--- config.mk ---
export PLATFORM = sky130hd
export DESIGN_NAME = reorder_buffer
export DESIGN_NICKNAME = d
export VERILOG_FILES = /design/src/rtl/reorder_buffer_pkg.sv /design/src/rtl/reorder_buffer.sv
export SDC_FILE = /design/constraint.sdc
export NUM_CORES = 1
export LEC_CHECK = 0
export ABC_AREA = 1
export CELL_PAD_IN_SITES_DETAIL_PLACEMENT = 0
export CELL_PAD_IN_SITES_GLOBAL_PLACEMENT = 1
export CORE_UTILIZATION = 44
export DETAILED_ROUTE_END_ITERATION = 6
export PLACE_DENSITY = 0.85
export SYNTH_ARGS = -nofsm -noshare
export SYNTH_HDL_FRONTEND = slang
export SYNTH_SLANG_ARGS = --single-unit
--- constraint.sdc ---
create_clock -name clock -period 4.7 [get_ports clock]
set_input_delay 0.47 -clock clock [delete_from_list [all_inputs] [get_ports clock]]
set_output_delay 0.47 -clock clock [all_outputs]
set_load 0.1 [all_outputs]
--- src/rtl/reorder_buffer_pkg.sv ---
// Shared definitions for the reorder buffer: default sizing, the zero register
// and the per-entry record kept for every in-flight instruction.
package sys_defs;

   localparam int ROB_SIZE    = 8;
   localparam int ROB_TAG_LEN = $clog2(ROB_SIZE) + 1;

   localparam logic [4:0] ZERO_REG = 5'd0;

   typedef struct packed {
      logic        valid;
      logic        complete;
      logic        is_branch;
      logic [4:0]  rd;
      logic [31:0] value;
   } ROB_ENTRY;

endpackage

--- src/rtl/reorder_buffer.sv ---
// Circular reorder buffer: allocates tags at dispatch, records CDB results,
// retires in program order and squashes wrong-path entries on a mispredict.
module reorder_buffer
   import sys_defs::ROB_ENTRY, sys_defs::ZERO_REG;
#(
   parameter int ROB_SIZE    = sys_defs::ROB_SIZE,
   parameter int ROB_TAG_LEN = $clog2(ROB_SIZE) + 1
) (
   input  logic                   clock,
   input  logic                   reset,
   input  logic                   dispatch_en,
   input  logic [4:0]             dispatch_rd,
   input  logic                   dispatch_is_branch,
   output logic [ROB_TAG_LEN-1:0] rob_entry_out,
   output logic                   rob_full,
   input  logic                   cdb_valid,
   input  logic [ROB_TAG_LEN-1:0] cdb_tag,
   input  logic [31:0]            cdb_value,
   output logic                   valid_wb,
   output logic [4:0]             rd_wb,
   output logic [ROB_TAG_LEN-1:0] rob_entry_wb,
   output logic                   commit,
   output logic [4:0]             rd_commit,
   output logic [ROB_TAG_LEN-1:0] rob_entry_commit,
   output logic [31:0]            commit_value,
   input  logic                   branch_determined,
   input  logic                   branch_misprediction,
   input  logic [ROB_TAG_LEN-1:0] branch_tag,
   output logic                   branch_speculating
);

   localparam int IDX_W = $clog2(ROB_SIZE);
   localparam int CNT_W = IDX_W + 1;

   ROB_ENTRY             rob [ROB_SIZE];
   logic [IDX_W-1:0]     head;
   logic [IDX_W-1:0]     tail;
   logic [CNT_W-1:0]     count;
   logic                 branch_pending;

   logic [IDX_W-1:0]     cdb_idx;
   logic [IDX_W-1:0]     br_idx;
   logic [IDX_W-1:0]     br_off;
   logic                 cdb_tag_ok;
   logic                 br_tag_ok;
   logic                 squash;
   logic [ROB_SIZE-1:0]  kill_mask;
   logic                 wb_hit;
   logic                 commit_ok;
   logic                 dispatch_ok;
   ROB_ENTRY             head_entry;
   ROB_ENTRY             wb_entry;

   // Tag decoding and the squash window. Age is measured as the distance from
   // head, so "strictly younger than the branch" is a plain offset comparison.
   always_comb begin
      cdb_idx    = cdb_tag[IDX_W-1:0] - IDX_W'(1);
      br_idx     = branch_tag[IDX_W-1:0] - IDX_W'(1);
      br_off     = br_idx - head;
      cdb_tag_ok = (cdb_tag != '0) && (cdb_tag <= ROB_TAG_LEN'(ROB_SIZE));
      br_tag_ok  = (branch_tag != '0) && (branch_tag <= ROB_TAG_LEN'(ROB_SIZE));
      squash     = reset && branch_determined && branch_misprediction && br_tag_ok;
      kill_mask  = '0;
      for (int i = 0; i < ROB_SIZE; i++) begin
         kill_mask[i] = squash && ((IDX_W'(i) - head) > br_off);
      end
   end

   // Writeback, commit and dispatch qualification. The reset term keeps commit
   // and writeback quiet during the cycle in which state is being discarded.
   always_comb begin
      head_entry  = rob[head];
      wb_entry    = rob[cdb_idx];
      wb_hit      = reset && cdb_valid && cdb_tag_ok && wb_entry.valid && !kill_mask[cdb_idx];
      commit_ok   = reset && head_entry.valid && head_entry.complete && !head_entry.is_branch;
      dispatch_ok = reset && dispatch_en && !rob_full && !squash;
   end

   // Entry array. Later assignments win, so commit clears over a late CDB
   // write and the squash mask already excludes any entry a CDB would hit.
   always_ff @(posedge clock) begin
      if (!reset) begin
         for (int i = 0; i < ROB_SIZE; i++) begin
            rob[i] <= '0;
         end
      end else begin
         if (wb_hit) begin
            rob[cdb_idx].complete <= 1'b1;
            rob[cdb_idx].value    <= cdb_value;
         end
         if (branch_determined && br_tag_ok) begin
            rob[br_idx].is_branch <= 1'b0;
         end
         for (int i = 0; i < ROB_SIZE; i++) begin
            if (kill_mask[i]) begin
               rob[i] <= '0;
            end
         end
         if (commit_ok) begin
            rob[head] <= '0;
         end
         if (dispatch_ok) begin
            rob[tail] <= '{valid: 1'b1, complete: 1'b0, is_branch: dispatch_is_branch,
                           rd: dispatch_rd, value: 32'd0};
         end
      end
   end

   // Pointers and occupancy. After a squash the surviving span runs from head
   // through the branch, less the entry retiring in the same cycle.
   always_ff @(posedge clock) begin
      if (!reset) begin
         head           <= '0;
         tail           <= '0;
         count          <= '0;
         branch_pending <= 1'b0;
      end else begin
         head <= head + IDX_W'(commit_ok);
         if (squash) begin
            tail  <= br_idx + IDX_W'(1);
            count <= CNT_W'(br_off) + CNT_W'(1) - CNT_W'(commit_ok);
         end else begin
            tail  <= tail + IDX_W'(dispatch_ok);
            count <= count + CNT_W'(dispatch_ok) - CNT_W'(commit_ok);
         end
         if (branch_determined) begin
            branch_pending <= 1'b0;
         end
         if (dispatch_ok && dispatch_is_branch) begin
            branch_pending <= 1'b1;
         end
      end
   end

   // Output drive; payload outputs read zero whenever their strobe is low.
   always_comb begin
      rob_entry_out      = ROB_TAG_LEN'(tail) + ROB_TAG_LEN'(1);
      rob_full           = (count == CNT_W'(ROB_SIZE));
      branch_speculating = branch_pending;
      valid_wb           = wb_hit;
      rd_wb              = wb_hit ? wb_entry.rd : ZERO_REG;
      rob_entry_wb       = cdb_tag;
      commit             = commit_ok;
      rd_commit          = commit_ok ? head_entry.rd : ZERO_REG;
      rob_entry_commit   = commit_ok ? (ROB_TAG_LEN'(head) + ROB_TAG_LEN'(1)) : '0;
      commit_value       = commit_ok ? head_entry.value : 32'd0;
   end

endmodule

==> impl_metrics.csv, run 1 <==
group,metric,value,unit
status,outcome,"completed",
pwr,swShare,26.9,%
setup_path,cp_num_buf_inv,5,
synth,mean_instance_size_in_the_synthesized_netlist,7.61,µm²
placement,post-dp-hpwl,36.6,mm
synth,netlist-cell-type-count,43,
min_path,worst_hold_path_endpoint,"rob[6][38]",
drt,highest_signal_layer_in_the_routed_design,"met4",
clocking,clock_tree.root_cell,"sky130_fd_sc_hd__clkbuf_16",
clocking,clk_path_buf_depth,3,
grt,grt.total_usage,30.4,%
sta,timing.final.max_slew_violations,0,
drt,detail_route.iter0.violations,1773,
drt,drt.antenna.violating_nets,0,
clocking,clock_tree.htree_level_count,2,
setup_path,worst_ep_required,4230,ps
cells_and_area,num-fill-cells,3656,
setup_path,critical_path_s_largest_stage_delay,510,ps
clocking,cts_buffers,39,
placement,place.port_buffers,109,
floorplan,design.portCount,110,
synth,synth.cell_area,0.0171,mm²
placement,post_dp_cell_area,0.0183,mm²
setup_path,r2r-end,"rob[2][36]",
synth,synth_top_flop_cell,"sky130_fd_sc_hd__dfxtp_1",
placement,place_congestion,0.912,
pwr,power-per-cell-area,350,mW/mm²
synth,asyncSetResetFlopFracSynth,0,%
min_path,worstHoldPathType,"register to register",
run,max_cap_viol_count,0,
grt,first_global_vias,16300,
synth,synth_edf_count,48,
setup_path,worstReg2RegStart,"head[1]",
setup_path,cp-start-kind,"primary input",
floorplan,die_height,199,µm
min_path,worst_hold_path.num_cells,2,
pwr,comb_power_share,11.3,%
sta,transition_at_the_pin_with_the_smallest_max_transition_slack,1010,ps
cells_and_area,final_area,0.0196,mm²
cells_and_area,area.growth.synth_to_final,14.6,%
floorplan,std_cell_rows,71,
synth,synth_seq_cells,331,
clocking,clock_sink_count,331,
drt,routed_wirelength,61.3,mm
setup_path,ff2ff_setup_slack,990,ps
synth,yosysSeqAreaShare,41.6,%
synth,syn-num-nets,2334,
grt,grt_max_degree,83,
drt,detail_route_met3_wl,5.41,mm
setup_path,critical_path.top_delay_family,"adder cells",
clocking,cts.reportedPaths.clkPinSlew,50,ps
drt,avgRoutedWirePerCell,22.1,µm
cells_and_area,final_common_cell,"sky130_fd_sc_hd__nand2_1",
synth,netlist_instances,2247,
floorplan,fp.dieW,199,µm
cells_and_area,layout_common_cells,"sky130_fd_sc_hd__nand2_1 (527), sky130_fd_sc_hd__nand3_1 (293), sky130_fd_sc_hd__dfxtp_1 (280), sky130_fd_sc_hd__nand4_1 (272), sky130_fd_sc_hd__a21oi_1 (124)",
pwr,share_seq_of_total_power,43.4,%
setup_path,worstSetupPathDepth,20,
drt,drt-vias-per-instance,6.20,
sta,fin_crit_sh,95.0,%
grt,grt_remaining_overflow,0,
sta,count_of_endpoints_failing_setup_in_the_final_report,0,
floorplan,initial_core_util,45.1,%
min_path,hold_path_startpoint,"rob[6][38]",
setup_path,cp-end-kind,"output pin",
grt,antenna_found_initial,0,
setup_path,critical_path_cell_list,"clkdlybuf4s50_1, inv_1, ha_1, fa_2, xnor2_2, nand2_2, nand2_4, ha_1, a21oi_1, a21boi_0, nand3_1, nand3_1, nor2_1, nand2_2, inv_2, nand2_1, nor2_4, inv_2, nor2_2, buf_12",
sta,achievable-frequency,224,MHz
drt,wl_met1,25.4,mm
floorplan,design.core.area,0.0379,mm²
pwr,leakage_power,8.42,nW
setup_path,worstPathArrival,3990,ps
setup_path,r2r.worst_path.cells,12,
sta,layout_min_cycle_time,4460,ps
pwr,peak_supply_drop,264,µV
drt,drt-pass1-iter-count,6,
clocking,clk_lat_worst_skew,560,ps
setup_path,critical-path-slowest-cell,"sky130_fd_sc_hd__clkdlybuf4s50_1",
clocking,cts_tree,"yes",
pwr,cellInternalPower,5.01,mW
cells_and_area,num-nets-final,2323,
setup_path,worst-path-max-fanout,8,
floorplan,design.die.area,0.0396,mm²
cells_and_area,final_layout_size_suffix_gt1_share,10.8,%
pwr,p_sw,1.84,mW
setup_path,critPathKind,"primary input to output pin",
drt,drcViolationCount,0,
sta,totalNegativeSetupSlack,0,ps
sta,worst_max_slew_margin_expressed_relative_to_the_limit,32.7,%
synth,yosys_warnings,0,
grt,first_pass_grt_wire_length,93.6,mm
sta,timing.clock.skew,22.4,ps
sta,finalHoldViolations,0,
pwr,power.share.clock,45.3,%
drt,num_vias,17200,
cells_and_area,antennaDiodeCount,0,
drt,met2RoutedLength,28.6,mm
-- cell usage after synthesis, types with 3 or more instances --
| cell type | instances | share of area, % |
|---|---|---|
| sky130_fd_sc_hd__dfxtp_1 | 283 | 33 |
| sky130_fd_sc_hd__nand3_1 | 293 | 8.6 |
| sky130_fd_sc_hd__a21oi_1 | 124 | 3.6 |
| sky130_fd_sc_hd__a22oi_1 | 37 | 1.6 |
| sky130_fd_sc_hd__o221ai_1 | 5 | 0.26 |
| sky130_fd_sc_hd__clkbuf_2 | 29 | 0.85 |
| sky130_fd_sc_hd__nand3_4 | 8 | 0.82 |
| sky130_fd_sc_hd__buf_1 | 10 | 0.22 |
| sky130_fd_sc_hd__inv_2 | 12 | 0.26 |
| sky130_fd_sc_hd__nand4_1 | 272 | 10 |
| sky130_fd_sc_hd__xor2_1 | 3 | 0.15 |
| sky130_fd_sc_hd__nor2_1 | 112 | 2.5 |
| sky130_fd_sc_hd__nand2_4 | 3 | 0.20 |
| sky130_fd_sc_hd__xnor2_1 | 6 | 0.31 |
| sky130_fd_sc_hd__nor2_2 | 9 | 0.33 |
| sky130_fd_sc_hd__nor3_1 | 7 | 0.20 |
| sky130_fd_sc_hd__nand2_1 | 528 | 12 |
| sky130_fd_sc_hd__inv_1 | 78 | 1.7 |
| sky130_fd_sc_hd__o21ai_0 | 32 | 0.94 |
| sky130_fd_sc_hd__nand2_2 | 13 | 0.48 |
| sky130_fd_sc_hd__nor3_4 | 3 | 0.29 |
| sky130_fd_sc_hd__ha_1 | 33 | 2.4 |
| sky130_fd_sc_hd__a32o_1 | 37 | 2.2 |
| sky130_fd_sc_hd__nand3_2 | 3 | 0.18 |
| sky130_fd_sc_hd__a211oi_1 | 38 | 1.7 |
| sky130_fd_sc_hd__buf_2 | 50 | 1.5 |
| sky130_fd_sc_hd__buf_6 | 3 | 0.20 |
| sky130_fd_sc_hd__clkbuf_1 | 97 | 2.1 |
| sky130_fd_sc_hd__edfxtp_1 | 48 | 8.4 |
| sky130_fd_sc_hd__buf_4 | 40 | 1.8 |
| sky130_fd_sc_hd__o22ai_1 | 14 | 0.51 |
-- power by group through the flow --
stage	clock, mW	combinational, mW	sequential, mW
finish	3.10	0.771	2.98
global placement	0	0.740	3.03
floorplan	0	0.493	3.03
detailed placement	0	0.749	3.04
global route	3.25	0.815	2.98
CTS	3.13	0.752	2.97
-- worst max-delay path by stage --
stage	startpoint	end	slack (ps)
floorplan	head[0]	rd_wb[0]	-200
global route	branch_tag[0]	rd_wb[0]	-10
global placement	branch_tag[0]	valid_wb	180
CTS	branch_tag[1]	valid_wb	20
detailed placement	branch_tag[1]	rob[7][9]	-10
finish	branch_tag[0]	rd_wb[1]	240
-- registers in the layout, indices dropped and copies added, names as in the netlist --
name	flops
rob	320
tail	3
count	4
head	3
branch_speculating	1
-- stage by stage --
step / std cells / hold slack (ps) / power, mW / utilization, % / worst slack [ps]
finish: 2774 / 466 / 6.85 / 51.6 / 235
global route: 2774 / 473 / 7.05 / 51.6 / -11.6
CTS: 2771 / 462 / 6.85 / 51.5 / 15.7
detailed placement: 2703 / 448 / 3.78 / 48.1 / -11.3
global placement: 2703 / 439 / 3.77 / 48.1 / 176
floorplan: 2247 / 428 / 3.52 / - / -197
-- layer usage --
layer	GRT usage, %	vias to the layer above
met5	0	-
met4	11.4	0
met3	5.40	131
met2	49.5	897
met1	40.2	8291
li1	-	7884
-- repair_timing --
| action | in CTS | in global routing |
|---|---|---|
| endpoints found under the setup margin | 0 | 6 |
| buffers inserted | 0 | 1 |
| resized for setup | 0 | 9 |
| hold buffers | 0 | 0 |
-- area by class of cell --
| class | instances | area [µm²] | share of cell area (%) |
|---|---|---|---|
| Clock buffer | 52 | 1060 | 5.43 |
| Clock inverter | 16 | 213 | 1.09 |
| Inverter | 92 | 353 | 1.80 |
| Multi-Input combinational cell | 1595 | 8560 | 43.7 |
| Sequential cell | 331 | 7120 | 36.3 |
| Tap cell | 511 | 639 | 3.26 |
| Timing Repair Buffer | 177 | 1640 | 8.39 |
-- worst min-delay path: stages, from the launching register on --
cell and delay, ps:
sky130_fd_sc_hd__dfxtp_1 330, sky130_fd_sc_hd__nand2_1 50, sky130_fd_sc_hd__o21ai_0 60
-- logic make-up (layout without fill, tap and decap cells) --
logic type | Yosys count | count (layout) | share of synthesized area [%]
xor+xnor | 9 | 9 | 0.461
buf+inv | 321 | 337 | 8.65
compound gates | 293 | 293 | 11.1
simple gates | 1258 | 1258 | 35.6
flops | 331 | 331 | 41.6
fa+ha+maj | 35 | 35 | 2.65
Note: power is estimated with default switching activity, not from simulation.
==> run 2, diff against run 1 <==
Settings changed: CORE_MARGIN set to 3.
==> run 2 against run 1 <==
Effect of this change:
- clock skew is 7.7 ps lower
- setup slack lost 37 ps
- sequential share of layout area up 0.14 points
- die area is 4.1% higher
- sequential power about the same
- critical path depth shrank 11
- register-to-register slack lost 310 ps
- fmax shrank 0.81%
- total power shrank 0.74%
==> impl_metrics.csv, run 2 (synthesis gave the netlist of run 1 again) <==
group,metric,value,unit
cells_and_area,layout.area.seq,0.00712,mm²
cells_and_area,num-fill-cells,3661,
clocking,cts_setup_buffers,0,
sta,fin_crit_sh,95.8,%
setup_path,critical_path_s_largest_stage_delay,650,ps
floorplan,fp.dieW,203,µm
grt,first_global_vias,16700,
setup_path,worstReg2RegStart,"head[0]",
clocking,clk_lat_worst_skew,550,ps
floorplan,initial_core_util,45.1,%
grt,first_pass_grt_wire_length,96.8,mm
setup_path,crit_path_frequent_cell,"sky130_fd_sc_hd__buf_4",
drt,routed_wirelength,62.2,mm
setup_path,critical-path-slowest-cell,"sky130_fd_sc_hd__dfxtp_4",
cells_and_area,multiInputGateArea,0.00857,mm²
min_path,worst_hold_path.num_cells,2,
drt,detail_route.iter0.violations,2070,
setup_path,critical_path.top_delay_family,"buffers and inverters",
grt,grt_remaining_overflow,0,
grt,gr-usage-met3,4.75,%
sta,rsz_0062_raised_after_global_routing,"no",
drt,avgRoutedWirePerCell,22.5,µm
sta,achievable-frequency,222,MHz
status,outcome,"completed",
cells_and_area,biggestRegsByFlops,"rob (320), count (4)",
sta,timing.final.max_slew_violations,0,
sta,holdWs,468,ps
setup_path,r2r.worst_path.cells,13,
pwr,fin_total_pwr,6.80,mW
cells_and_area,layout_common_cells,"sky130_fd_sc_hd__nand2_1 (527), sky130_fd_sc_hd__nand3_1 (293), sky130_fd_sc_hd__dfxtp_1 (280), sky130_fd_sc_hd__nand4_1 (272), sky130_fd_sc_hd__a21oi_1 (124)",
floorplan,std_cell_rows,71,
cells_and_area,largest_register_ff_count,320,
pwr,peak_supply_drop,264,µV
placement,place_congestion,0.906,
setup_path,worstPathArrival,4030,ps
drt,drt-vias-per-instance,6.27,
drt,num_vias,17300,
setup_path,ff2ff_setup_slack,680,ps
grt,use_met2,48.1,%
placement,post-dp-hpwl,36.8,mm
setup_path,worst-path-max-fanout,36,
sta,layout_min_cycle_time,4500,ps
run,max_cap_viol_count,0,
cells_and_area,final_common_cell,"sky130_fd_sc_hd__nand2_1",
sta,count_of_endpoints_failing_setup_in_the_final_report,0,
setup_path,r2r-end,"rob[0][17]",
setup_path,cp_num_buf_inv,3,
cells_and_area,postLayoutCoreUtil,51.5,%
cells_and_area,area.growth.synth_to_final,14.2,%
pwr,power-per-cell-area,348,mW/mm²
cells_and_area,antennaDiodeCount,0,
placement,place.port_buffers,109,
grt,grt_use_met1,39.6,%
cells_and_area,largest_register,"rob",
clocking,cts_buffers,37,
sta,worst_max_slew_margin_expressed_relative_to_the_limit,26.5,%
min_path,hold_path_startpoint,"rob[4][38]",
grt,antenna_found_initial,1,
clocking,clock_sink_count,331,
floorplan,design.portCount,110,
clocking,cts.reportedPaths.clkPinSlew,70,ps
clocking,cts_tree,"yes",
min_path,worst_hold_path_endpoint,"rob[4][38]",
drt,drt.antenna.violating_nets,0,
grt,grt_max_degree,141,
setup_path,critical_path_cell_list,"buf_4, nand4_1, nand3_1, nand3_1, nand2_1, nand2_2, buf_4, a211oi_1, buf_4",
clocking,clk_path_buf_depth,3,
cells_and_area,final_layout_size_suffix_gt1_share,10.6,%
floorplan,design.die.area,0.0412,mm²
sta,transition_at_the_pin_with_the_smallest_max_transition_slack,1100,ps
setup_path,cp-end-kind,"output pin",
floorplan,design.core.area,0.0379,mm²
pwr,leakage_power,8.37,nW
cells_and_area,num-nets-final,2311,
setup_path,cp-start-kind,"register",
min_path,worstHoldPathType,"register to register",
sta,timing.clock.skew,14.7,ps
grt,busiest_layer,"met2",
drt,drcViolationCount,0,
sta,finalHoldViolations,0,
clocking,cts_hold_buffers,0,
floorplan,die_height,203,µm
setup_path,critPathKind,"register to output pin",
grt,grt.total_usage,29.4,%
drt,drt-pass1-iter-count,6,
clocking,clock_tree.root_cell,"sky130_fd_sc_hd__clkbuf_16",
setup_path,worst_ep_required,4230,ps
clocking,clock_tree.htree_level_count,2,
[run 2: where the power goes]
group	leakage [nW]	switching (mW)	total (mW)	internal [mW]
clock network	0.617	1.23	3.05	1.82
logic	4.97	0.574	0.778	0.205
registers	2.78	0.0364	2.97	2.94
total	8.37	1.84	6.80	4.96
[run 2: layout make-up]
type                    instances  area share [%]
multi-input cells            1595            43.9
clock inverters                11           0.705
well taps                     511            3.28
clock buffers                  56            5.76
inverters                      92            1.81
flip-flops and latches        331            36.5
repair buffers                167            8.10
[run 2: stage by stage]
step	TNS (ps)	setup slack (ps)	instances	area, µm²
after CTS	0	200	2763	19500
final	0	199	2763	19500
after global placement	0	227	2696	18200
after global routing	0	19.8	2763	19500
after detailed placement	0	151	2696	18200
after floorplan	-983	-197	2247	17100
[run 2: worst register-to-register path, delay by kind of cell, from the launching register on]
| family | cells | cell delay [ps] |
|---|---|---|
| simple gates | 7 | 1100 |
| fa+ha+maj | 1 | 350 |
| xor+xnor | 1 | 210 |
| buf+inv | 4 | 1630 |
| flops | 1 | 650 |
[run 2: layer usage]
layer | part of all wire, % | wire length, µm
met1 | 41 | 25800
met2 | 46 | 28700
met3 | 9.2 | 5750
met4 | 3.1 | 1940
met5 | 0.032 | 20
[run 2: timing repair]
action | CTS | global route
gates resized for setup | 0 | 7
endpoints found under the setup margin | 0 | 5
hold endpoints to repair | 0 | 0
[run 2: how the worst max path moves through the flow]
| stage | startpoint | endpoint | slack (ps) | cells after the start |
|---|---|---|---|---|
| 2_1_floorplan | head[0] | rd_wb[0] | -200 | 21 |
| 3_3_place_gp | branch_tag[1] | rob[7][16] | 230 | 21 |
| 3_5_place_dp | branch_tag[1] | rob[0][17] | 150 | 21 |
| 4_1_cts | branch_tag[1] | rd_wb[3] | 200 | 20 |
| 5_1_grt | branch_tag[1] | rd_wb[3] | 20 | 20 |
| 6_report | head[0] | commit_value[30] | 200 | 9 |
